<file path="config.mk">
export PLATFORM = sky130hd
export DESIGN_NAME = mem_arbiter
export DESIGN_NICKNAME = d
export VERILOG_FILES = /design/src/rtl/cpu_types_pkg.sv /design/src/rtl/mem_arbiter.sv
export SDC_FILE = /design/constraint.sdc
export NUM_CORES = 1
export LEC_CHECK = 0
export CAP_MARGIN = 25
export CORE_AREA = 2 2 105 107
export DETAILED_ROUTE_END_ITERATION = 16
export DIE_AREA = 0 0 107 109
export PLACE_DENSITY_LB_ADDON = 0.15
export SLEW_MARGIN = 20
export SYNTH_ARGS = -nofsm -noshare
export SYNTH_HDL_FRONTEND = slang
export SYNTH_SLANG_ARGS = --single-unit
</file>
<file path="constraint.sdc">
create_clock -name CLK -period 2.85 [get_ports CLK]
set_input_delay 0.57 -clock CLK [delete_from_list [all_inputs] [get_ports CLK]]
set_output_delay 0.57 -clock CLK [all_outputs]
set_load 0.03 [all_outputs]
</file>
<file path="src/rtl/cpu_types_pkg.sv">
// Shared CPU-side types: data word, RAM handshake state and the arbiter FSM state.
package cpu_types_pkg;

  typedef logic [31:0] word_t;

  typedef enum logic [1:0] {
    FREE   = 2'd0,
    BUSY   = 2'd1,
    ACCESS = 2'd2,
    ERROR  = 2'd3
  } ramstate_t;

  typedef enum logic [1:0] {
    IDLE = 2'd0,
    IGNT = 2'd1,
    DGNT = 2'd2
  } arb_state_t;

endpackage

</file>
<file path="src/rtl/mem_arbiter.sv">
// Single RAM port shared by icache (read-only) and dcache (read/write): dcache-first
// priority with a starvation counter that periodically forces an icache grant.
//
// state | meaning
// IDLE  | arbitration bubble, no RAM enables driven
// IGNT  | icache owns the RAM port until ACCESS or abort
// DGNT  | dcache owns the RAM port until ACCESS or abort
module mem_arbiter
  import cpu_types_pkg::*;
#(
  parameter int STARVE_MAX = 4,
  parameter int TIMEOUT    = 255
) (
  input  logic        CLK,
  input  logic        nRST,
  input  logic        iREN,
  input  word_t       iaddr,
  output logic        iwait,
  output word_t       iload,
  input  logic        dREN,
  input  logic        dWEN,
  input  word_t       daddr,
  input  word_t       dstore,
  output logic        dwait,
  output word_t       dload,
  output logic        ramREN,
  output logic        ramWEN,
  output word_t       ramaddr,
  output word_t       ramstore,
  input  word_t       ramload,
  input  ramstate_t   ramstate,
  output logic        timeout
);

  localparam int SCW = $clog2(STARVE_MAX + 1);
  localparam int WCW = $clog2(TIMEOUT + 1);

  arb_state_t     state, next_state;
  logic [SCW-1:0] starve_cnt;
  logic [WCW-1:0] wait_cnt;
  logic           i_done, d_done, granted;

  always_ff @(posedge CLK or negedge nRST) begin
    if (!nRST) state <= IDLE;
    else       state <= next_state;
  end

  always_comb begin
    next_state = state;
    ramREN     = 1'b0;
    ramWEN     = 1'b0;
    ramaddr    = '0;
    ramstore   = '0;
    iwait      = 1'b1;
    dwait      = 1'b1;
    iload      = '0;
    dload      = '0;
    i_done     = 1'b0;
    d_done     = 1'b0;
    case (state)
      IDLE: begin
        if ((dREN || dWEN) && !(iREN && starve_cnt == SCW'(STARVE_MAX)))
          next_state = DGNT;
        else if (iREN)
          next_state = IGNT;
      end
      IGNT: begin
        ramREN  = iREN;
        ramaddr = iaddr;
        if (!iREN) begin
          next_state = IDLE;
        end else if (ramstate == ACCESS) begin
          iwait      = 1'b0;
          iload      = ramload;
          i_done     = 1'b1;
          next_state = IDLE;
        end
      end
      DGNT: begin
        ramaddr = daddr;
        // A simultaneous read+write request is serviced as a write only.
        if (dWEN) begin
          ramWEN   = 1'b1;
          ramstore = dstore;
        end else begin
          ramREN = dREN;
        end
        if (!(dREN || dWEN)) begin
          next_state = IDLE;
        end else if (ramstate == ACCESS) begin
          dwait      = 1'b0;
          dload      = dWEN ? '0 : ramload;
          d_done     = 1'b1;
          next_state = IDLE;
        end
      end
      default: next_state = IDLE;
    endcase
  end

  always_ff @(posedge CLK or negedge nRST) begin
    if (!nRST)
      starve_cnt <= '0;
    else if (i_done)
      starve_cnt <= '0;
    else if (d_done && iREN && starve_cnt != SCW'(STARVE_MAX))
      starve_cnt <= starve_cnt + 1'b1;
  end

  assign granted = (state == IGNT) || (state == DGNT);

  always_ff @(posedge CLK or negedge nRST) begin
    if (!nRST)
      wait_cnt <= '0;
    else if (!granted)
      wait_cnt <= '0;
    else if (wait_cnt != WCW'(TIMEOUT))
      wait_cnt <= wait_cnt + 1'b1;
  end

  // Set on the same edge that wait_cnt reaches TIMEOUT so both become visible together.
  always_ff @(posedge CLK or negedge nRST) begin
    if (!nRST)
      timeout <= 1'b0;
    else if (granted && wait_cnt >= WCW'(TIMEOUT - 1))
      timeout <= 1'b1;
  end

endmodule

</file>
==> metrics.txt, run 1 <==
worst hold stages 1; Row Count 38; setup TNS 0 ns; area occupied by multi-input gates about 1500 um^2; status completed; residual DRC count 0; # resized after CTS 0; FILL cells about 1.0k; crit-path max FO 32; routed wire length around 10,000 um; CP cell instances clkdlybuf4s50_1, nand3b_1, nor3b_4, buf_12, and2_1, buf_4; post-synthesis async set-or-reset flop share 1.00; Die W 107 um; register area share after synthesis 0.172; Hold Vio Cnt, Final 0; FF-to-FF End starve_cnt[2]; layout cells sized above 1 0.285; maximum vdd drop between 0.3 and 0.4 mV; Hold EP timeout; total CTS buffers 3; Via-to-Cell Ratio 4.48; Antenna diodes 0; reg-to-reg critical path startpoint state[1]; Synth area leaders and2_1 (20%), dfrtp_1 (17%), a22oi_1 (12%); Post-Synthesis Cells 279; Slew Viols, Final 0; total die area between 10,000 and 15,000 um^2; number of global-route vias before repair 2,795; I/O Buffers 267; min-delay src timeout; drt pass-1 iters 4; HP Class reg2reg; Die Y 109 um; Initial Util 0.192; Area Growth Syn to Fin 131%; post-route clock period utilization 0.928; slowest CP cell clkdlybuf4s50_1; total setup buffers inserted after CTS 0; critical path launch point type input pin; GRT Resource Usage Total 0.163; Worst Reg-to-Reg Cells 8; initial antenna violation count 0; most numerous cell in the Yosys netlist and2_1; Worst-Margin Slew 0.616 ns; Hold Buf Count CTS 0; total power 0.00264 W; MaxCap Viol Count 0; core area 10,600 um^2; io pins 268; clk slew on worst S/H paths roughly 0.060 ns; Post-Synthesis Mean Instance Area 7.30 um^2; post-synthesis register bit count 14; initial DRC count 159; clk sinks 14; RSZ-0062 raised after global routing no; Syn Nets 422; Synth Warn # 0; Design Area, Final 4700 um^2; pin count of the biggest net entering global routing 35; Synth Flop Type dfrtp_1; vias 3,034; critical path's largest stage delay 0.54 ns; CTS max path bufs 2; Final HPWL DP roughly 8800 um; critical path class in2out; WP data arrival around 2.1 ns; CTS tree done; number of nets in the layout 681; pwr/cell area between 500 and 600 nW/um^2; RD Place Congestion around 0.85; global-route wire length before repair 15,000 um; WP data required about 2.3 ns; Antenna Nets Post-Route 0; routed len/inst 15.3 um; Post-DP Area 4640 um^2; Pleak 2.26 nW; FMAX 0.378 GHz; Worst Clk Skew 0.00314 ns; Clk Latency, worst-skew pair 0.24 ns; CTS root buf clkbuf_8; Cell variety after synth 42; EDFF count, synth 0; area share of the leading cell type in the synthesized netlist 0.200; storage element area 350 um^2; r2r setup slk 1.22 ns; total gr overflow 0; endpoint class of the critical path output port; Synth top cells by count and2_1 (65), and3_1 (34), a22oi_1 (32), nor2_1 (32), dfrtp_1 (14); Slew headroom 0.588; H-tree levels 1; final setup fails 0; cell taking the most area after synthesis and2_1; Final Critical Period 2.64 ns; Mapped Area ~2000 um^2
==> layer usage <==
metal  vias up  track usage  part of all wire
met1      1361        0.174              0.37
met2       151        0.302              0.50
met3        12       0.0568              0.11
met5         -            0                 0
li1       1510            -                 -
met4         0       0.0482             0.021
==> stage by stage <==
stage                     instances  setup slack, ns  utilization  hold WS (ns)
after floorplan                 279            0.648            -         0.274
after global placement          673            0.233        0.438         0.470
after detailed placement        673            0.205        0.438         0.474
after CTS                       677            0.188        0.443         0.500
after global routing            677           0.0596        0.443         0.520
final                           677            0.206        0.443         0.489
==> layout by cell type (no fill, tap or decap), types with 5 or more instances in the layout <==
cell type,instances
dfrtp_1,14
buf_4,134
ha_1,7
inv_1,9
a22oi_1,32
buf_12,11
a21oi_1,6
and2_1,65
clkdlybuf4s50_1,135
nor2_1,32
nand2_1,5
and3_1,34
==> sequential cells by signal, summed over array words and instances (netlist names) <==
register / count
starve_cnt: 3
state: 2
timeout: 1
wait_cnt: 8
==> final cells by class <==
class                   count  area share
inverters                   9     0.00719
clock buffers               4      0.0117
multi-input cells         230       0.320
repair buffers            280       0.549
well taps                 140      0.0373
flip-flops and latches     14      0.0746
==> critical path: cells and delay by family <==
family / cells / cell delay, ns
buffers and inverters: 3 / 0.88
AND/OR/NAND/NOR: 3 / 0.61
==> where the power goes <==
| part | total (W) | switching, W | leakage [nW] | internal (W) |
|---|---|---|---|---|
| Clock | 0.000189 | 0.0000672 | 0.0288 | 0.000122 |
| Combinational | 0.00214 | 0.00126 | 2.04 | 0.000881 |
| Sequential | 0.000303 | 0.0000567 | 0.188 | 0.000246 |
| Total | 0.00264 | 0.00139 | 2.26 | 0.00125 |
==> kinds of logic after synthesis <==
group           Yosys count  synth area share
compound gates           61             0.217
fa+ha+maj                 8            0.0492
mux                       2           0.00983
xor+xnor                  1           0.00430
flops                    14             0.172
simple gates            158             0.457
buf+inv                  35            0.0903
==> worst max path at each step <==
stage,start,to,cells past startpoint
floorplan,state[0],ramaddr[0],6
detailed placement,ramstate[1],dload[6],6
CTS,state[0],dload[6],7
global placement,iREN,iload[13],6
global route,state[0],dload[6],7
finish,ramstate[1],dload[6],6
No activity file was read; power rests on OpenSTA's default activity.
==> run 2: changes to the inputs <==
Settings changed: CTS_CLUSTER_SIZE set to 12.
==> results of run 2 <==
Same layout as run 1: the final DEF is identical, and so are final timing and power.
